$ cat config.mk
export PLATFORM = sky130hd
export DESIGN_NAME = instr_fetch_unit
export DESIGN_NICKNAME = d
export VERILOG_FILES = /design/src/rtl/instr_fetch_unit.sv
export SDC_FILE = /design/constraint.sdc
export NUM_CORES = 1
export LEC_CHECK = 0
export BUFFER_PORTS_ARGS = -buffer_cell sky130_fd_sc_hd__buf_2
export CORE_ASPECT_RATIO = 1.2
export CORE_MARGIN = 5
export CORE_UTILIZATION = 52
export CTS_CLUSTER_DIAMETER = 200
export DETAILED_ROUTE_END_ITERATION = 12
export PLACE_DENSITY_LB_ADDON = 0.25
export SYNTH_ARGS = -nofsm -noshare
export SYNTH_HDL_FRONTEND = slang
export SYNTH_SLANG_ARGS = --single-unit
$ cat constraint.sdc
create_clock -name CLK -period 10.3 [get_ports CLK]
set_clock_uncertainty 0.05 [all_clocks]
set_input_delay 2.06 -clock CLK [delete_from_list [all_inputs] [get_ports CLK]]
set_output_delay 2.06 -clock CLK [all_outputs]
set_load 0.02 [all_outputs]
$ cat src/rtl/instr_fetch_unit.sv
// Instruction fetch sequencer: owns the PC, fetches words from instruction memory and
// presents them for one execute cycle, then computes the next fetch address.
module instr_fetch_unit #(
  parameter logic [31:0] PC_INIT = 32'h0000_0000
) (
  input  logic        CLK,
  input  logic        RST,
  output logic        iREN,
  output logic [31:0] iaddr,
  input  logic        ihit,
  input  logic [31:0] iload,
  output logic [31:0] imemload,
  output logic        instr_valid,
  output logic [31:0] pc_plus4,
  input  logic        jump,
  input  logic        jal,
  input  logic        jr,
  input  logic        beq,
  input  logic        bne,
  input  logic        zero,
  input  logic [31:0] rdat1,
  input  logic        halt,
  output logic        halted,
  output logic [31:0] instr_count
);

  typedef enum logic [1:0] {
    FETCH  = 2'd0,
    EXEC   = 2'd1,
    HALTED = 2'd2
  } state_t;

  state_t      state_r, next_state_s;
  logic [31:0] pc_r;
  logic [31:0] imemload_r;
  logic [31:0] count_r;
  logic [31:0] next_pc_s;
  logic        iren_s, valid_s, load_s, retire_s, pc_load_s;

  // Next-PC selection; jr outranks jumps, which outrank branches.
  function automatic logic [31:0] calc_next_pc(
    input logic [31:0] seq_pc,
    input logic [31:0] instr,
    input logic [31:0] reg_target,
    input logic        f_jump,
    input logic        f_jal,
    input logic        f_jr,
    input logic        f_beq,
    input logic        f_bne,
    input logic        f_zero
  );
    logic [31:0] result;
    if (f_jr) begin
      result = {reg_target[31:2], 2'b00};
    end else if (f_jump || f_jal) begin
      result = {seq_pc[31:28], instr[25:0], 2'b00};
    end else if ((f_beq && f_zero) || (f_bne && !f_zero)) begin
      result = seq_pc + {{14{instr[15]}}, instr[15:0], 2'b00};
    end else begin
      result = seq_pc;
    end
    return result;
  endfunction

  assign pc_plus4 = pc_r + 32'd4;
  assign next_pc_s = calc_next_pc(pc_plus4, imemload_r, rdat1, jump, jal, jr, beq, bne, zero);

  // Next-state and datapath enables.
  always_comb begin
    next_state_s = state_r;
    iren_s       = 1'b0;
    valid_s      = 1'b0;
    load_s       = 1'b0;
    retire_s     = 1'b0;
    pc_load_s    = 1'b0;
    case (state_r)
      FETCH: begin
        iren_s = 1'b1;
        if (ihit) begin
          load_s       = 1'b1;
          next_state_s = EXEC;
        end else begin
          next_state_s = FETCH;
        end
      end
      EXEC: begin
        valid_s  = 1'b1;
        retire_s = 1'b1;
        if (halt) begin
          next_state_s = HALTED;
        end else begin
          pc_load_s    = 1'b1;
          next_state_s = FETCH;
        end
      end
      HALTED: begin
        next_state_s = HALTED;
      end
      default: begin
        next_state_s = FETCH;
      end
    endcase
  end

  // State, PC, latched instruction and retire counter.
  always_ff @(posedge CLK) begin
    if (RST) begin
      state_r    <= FETCH;
      pc_r       <= {PC_INIT[31:2], 2'b00};
      imemload_r <= 32'h0000_0000;
      count_r    <= 32'h0000_0000;
    end else begin
      state_r <= next_state_s;
      if (load_s) begin
        imemload_r <= iload;
      end
      if (pc_load_s) begin
        pc_r <= next_pc_s;
      end
      if (retire_s) begin
        count_r <= count_r + 32'd1;
      end
    end
  end

  // Request and valid are suppressed during reset so an in-flight fetch is abandoned.
  assign iREN        = iren_s & ~RST;
  assign instr_valid = valid_s & ~RST;
  assign iaddr       = pc_r;
  assign imemload    = imemload_r;
  assign halted      = (state_r == HALTED);
  assign instr_count = count_r;

endmodule

Yosys cells after proc, flatten, opt, wreduce, memory -nomap -nowiden
Index checks and enable logic that the tools add are counted.
{ "totals": {"register_bits": 98, "wordCells": 30, "in_bits": 74, "output_inout_bits": 131} }
{ "op_classes": {"n_eq_ne": 2, "n_addsub": 3, "bitwise_logic": 3, "n_reduce_logical": 6, "n_mux": 12} }
{ "ops": {"columns": ["operator", "n"], "rows": [
  ["$mux 32", 3],
  ["$add 32x1->32 const B", 1],
  ["$add 32x3->32 const B", 1],
  ["$add 32x32->32", 1],
  ["$mux 1", 7],
  ["$pmux 2 s3", 1],
  ["$and 1x1->1", 2],
  ["$eq 2x1->1 const B", 1],
  ["$eq 2x2->1 const B", 1],
  ["$logic_and 1x1->1", 2],
  ["$logic_not 2->1", 1],
  ["$logic_or 1x1->1", 2],
  ["$mux 2", 1],
  ["$logic_not 1->1", 1],
  ["$not 1->1", 1]
]} }

Logic depth before layout (Yosys ltp)
{ "depth": {"ltp_word": 6, "depth_mapped": 17, "ltp_nobuf": 16} }

Worst setup path before layout
OpenSTA, ideal clock, no wires.
{ "synth_path": {"path_type": "in2out", "start": "in RST", "end": "out instr_valid", "path_buffers": 3, "stages": 4, "path_slack_ns": 5.133, "arrival_ns": 3.057, "t_required_ns": 8.190, "cell_sequence": "clkbuf_1 > clkbuf_1 > clkbuf_1 > nor2_1"} }
{ "synth_via": {"elab_chain_cells": 2} }
{ "synth_rtl": {"columns": ["element", "line_no", "source"], "rows": [
  ["start, declared", "7", "input logic RST,"],
  ["$not 1->1", "128", "assign instr_valid = valid_s & ~RST;"],
  ["$and 1x1->1", "128", null],
  ["end, declared", "13", "output logic instr_valid,"]
]} }
Every way passes these cells.

Final worst setup path
{ "layout_path": {"start": "in RST", "end": "out iREN"} }
{ "layout_via": {"elab_chain_cells": 2} }
{ "layout_rtl": {"columns": ["element", "line_no", "source"], "rows": [
  ["$not 1->1", "127", "assign iREN = iren_s & ~RST;"],
  ["$and 1x1->1", "127", null],
  ["end, declared", "8", "output logic iREN,"]
]} }
Every way passes these cells.

==> implementation parameters <==
Parameter                              Value

Run status
  Run status    completed

Global route
  Combined global-route utilization of all metal layers    0.272
  Total grt overflow    0
  Wire length of the first global-routing pass    approximately 34 mm
  Maximum number of pins on one net before global-route repair    61
  Number of antenna violations at the first check in global routing    3
  Number of global-route vias before repair    roughly 6600

Clock tree
  CTS tree    done
  Cell at the root of the clock tree    clkbuf_16
  Setup Fix Bufs, Post-CTS    0
  Clock latency on the worst-skew pair    350 ps
  H-tree level count    3
  TritonCTS Sinks    96
  CTS clock-pin slew for the worst setup and hold paths    around 70 ps
  Total of cells resized after clock tree synthesis    0
  Number of buffers created by CTS    9
  Post-CTS Hold Fix Bufs    0
  CTS Buffer Depth    2

Synthesis
  Distinct cell type count after synthesis    76
  Most frequent cells after synthesis    nand2_1 (151), dfxtp_1 (96), nor2_1 (92)
  Average instance area after synthesis    around 7.6 sq um
  Dominant combinational cell family by area after synthesis    simple AND/OR/NAND/NOR gates
  Synth top area share    0.287
  Total standard cell area after synthesis    6700 sq um
  Seq/Total Area, Yosys    0.287
  Number of instances in the synthesized netlist    883
  Library cell with the highest instance count after synthesis    nand2_1
  Synth Register Bits    96
  Largest area contributor in the netlist    dfxtp_1
  Number of flops mapped to enable cells by yosys    0
  Multiplexer share of the synthesized area    0.00616
  Compound-cell area share of the yosys netlist    0.230
  Synth async-reset ratio    0
  Ys flop type    dfxtp_1
  Adder-cell area share of the yosys netlist    0.0740
  Cell types occupying the most area after synthesis    dfxtp_1 (29%), nand2_1 (8.5%), ha_1 (7.1%)
  Parity-gate share of the synthesized area counting xor and xnor cells    0.100
  Number of warnings printed during yosys synthesis    0
  Post-synthesis simple-gate area fraction    0.262

Worst setup path
  Data arrival time at the worst-slack endpoint    2770 ps
  Kind of start point of the critical path    input pin
  Path depth of the worst reg2reg path    14
  CP cell instances    buf_4 -> nor3_1 -> buf_2
  Type of the setup path with the least slack    input pin to output port
  Endpoint of the worst-slack reg-to-reg timing path    iaddr[31]$_SDFFE_PP0P_
  Endpoint kind of the worst setup timing path    output port
  Largest incremental delay on the critical path    about 240 ps
  Biggest fanout along the worst timing path    slightly above 40
  Slowest stage cell, crit path    nor3_1
  Worst path required time    between 8000 and 9000 ps
  Reg-to-reg slack, setup    between 5000 and 6000 ps
  CP top delay family    buffers and inverters
  Bufs and invs on worst path    2
  Startpoint of the lowest-slack register-to-register path    iaddr[4]$_SDFFE_PP0P_
  Critical path startpoint    RST

Cells and area
  Area of all placed cells without fillers    slightly above 8000 sq um
  Area growth from synthesis to layout    20.8%
  Number of fill cells in the layout    about 1200
  Fraction of layout cells with a size suffix above 1    0.234
  Final net count    between 1000 and 1500
  Area of the multi-input gates    ~4500 sq um
  Combined flip-flop and latch cell area    around 1900 sq um

Pwr
  Reported leakage power    roughly 0.0038 uW
  Power density over the cells    between 100 and 150 nW/um^2
  VDD IR max    approximately 0.084 mV

Hold path
  Hold-critical path depth    2
  Endpoint with the worst hold slack    imemload[26]$_SDFFE_PP0P_
  Hold_sp    imemload[26]$_SDFFE_PP0P_
  Class of the most critical hold timing path    flop to flop

Floorplanning
  Std cell rows    between 40 and 50
  Number of ports placed on the die boundary    just over 200
  Initial Utilization    0.529
  Core ar.    12700 sq um
  Die Outline Area    15300 sq um
  Die width    114 um
  Floorplan die height    between 100 and 150 um

Place
  DP Area    7750 sq um
  Routability congestion estimate from global placement    roughly 0.92
  Detail Placement HPWL    around 16 mm
  I/O Buffers    approximately 200

Detailed routing
  Number of vias in the routed layout    between 7000 and 8000
  Total length of routed wires    ~21 mm
  Vias per inst    just under 6
  Iteration-0 DRC count of the detailed router    384
  DRT antenna net count    0
  Post-DR wirelength/cell    ~18 um
  DRC Markers    0
  First-pass iteration count of the detailed router    5

Timing
  Total Negative Setup Slacks    0 ps
  Final Hold Violating Endpoints    0
  Timing-limited maximum frequency    between 200 and 250 MHz
  Period Utilization, post-route    0.473
  Pin slew with the least headroom to its limit    approximately 1100 ps
  Worst slew margin    0.270
  Final setup violation count    0
  Shortest clock period the worst path allows after layout    ~5000 ps
  RSZ-0062 raised after global routing    no
  Max Slew Vio Count    0

Run
  Max-cap check violation count    0
==> through the flow <==
step | cells | hold slack, ps | power [uW] | setup WS [ps] | utilization
2_1_floorplan | 886 | 485 | 541 | 5130 | -
3_5_place_dp | 1206 | 393 | 606 | 5420 | 0.612
6_report | 1223 | 403 | 982 | 5420 | 0.639
4_1_cts | 1222 | 403 | 986 | 5410 | 0.639
3_3_place_gp | 1206 | 390 | 604 | 5420 | 0.612
5_1_grt | 1223 | 417 | 1030 | 5360 | 0.639
==> cells by family after synthesis <==
group / after synthesis
AO/OA/AOI/OAI: 233
XOR/XNOR: 75
adder cells (fa/ha/maj): 39
buffers and inverters: 64
flip-flops: 96
multiplexers: 4
other: 1
AND/OR/NAND/NOR: 371
==> sequential cells by signal, indices dropped and copies added, names as in the netlist <==
signal,flops
state_r,2
iaddr,30
imemload,32
instr_count,32
==> cells in the final DEF (no fill, tap or decap), types with 9 or more instances in the layout <==
cell,count
inv_1,15
nand4_1,12
o21ai_0,29
or3_1,13
xnor2_1,34
o211ai_1,17
nor2_1,90
and3_1,23
nand3_1,22
clkbuf_16,9
ha_1,38
xor2_1,39
dfxtp_1,96
nor3_1,18
a211oi_1,14
nand2_1,151
buf_2,197
a21o_1,11
a21oi_1,90
==> worst reg2reg max path: stages (launching register included) <==
cell	delay (ps)
dfxtp_1	450
and4_2	340
nand4_1	560
nor2_1	270
nand2_1	90
xnor2_1	300
ha_1	380
a21oi_1	210
o211ai_1	130
a221o_1	360
o31ai_2	450
o41ai_2	140
xor2_1	170
and3_1	240
o32ai_2	260
==> per-layer routing <==
metal / track usage / vias up / wire length, um
met3: 0.0600 / 44 / 1710
met1: 0.336 / 3289 / 8580
met4: 0.0915 / 4 / 506
met5: 0 / - / 27
li1: - / 3493 / -
met2: 0.468 / 296 / 10700
==> worst max-delay path by stage <==
stage                   end  cells past startpoint
2_1_floorplan   instr_valid                      4
3_3_place_gp           iREN                      3
3_5_place_dp           iREN                      3
4_1_cts                iREN                      3
5_1_grt        pc_plus4[30]                      5
6_report               iREN                      3
==> power by group <==
group	leakage [uW]	switching, uW	internal [uW]
clock network	0.000164	164	219
logic	0.00287	126	69.2
registers	0.000781	20.1	385
total	0.00381	309	673
==> layout make-up <==
class / instances / share of cell area
diodes: 1 / 0.000309
clock buffers: 9 / 0.0278
clock inverters: 7 / 0.0135
inverters: 16 / 0.00742
multi-input cells: 726 / 0.560
flip-flops and latches: 96 / 0.238
well taps: 164 / 0.0254
repair buffers: 204 / 0.128
(Power assumes the default switching activity.)
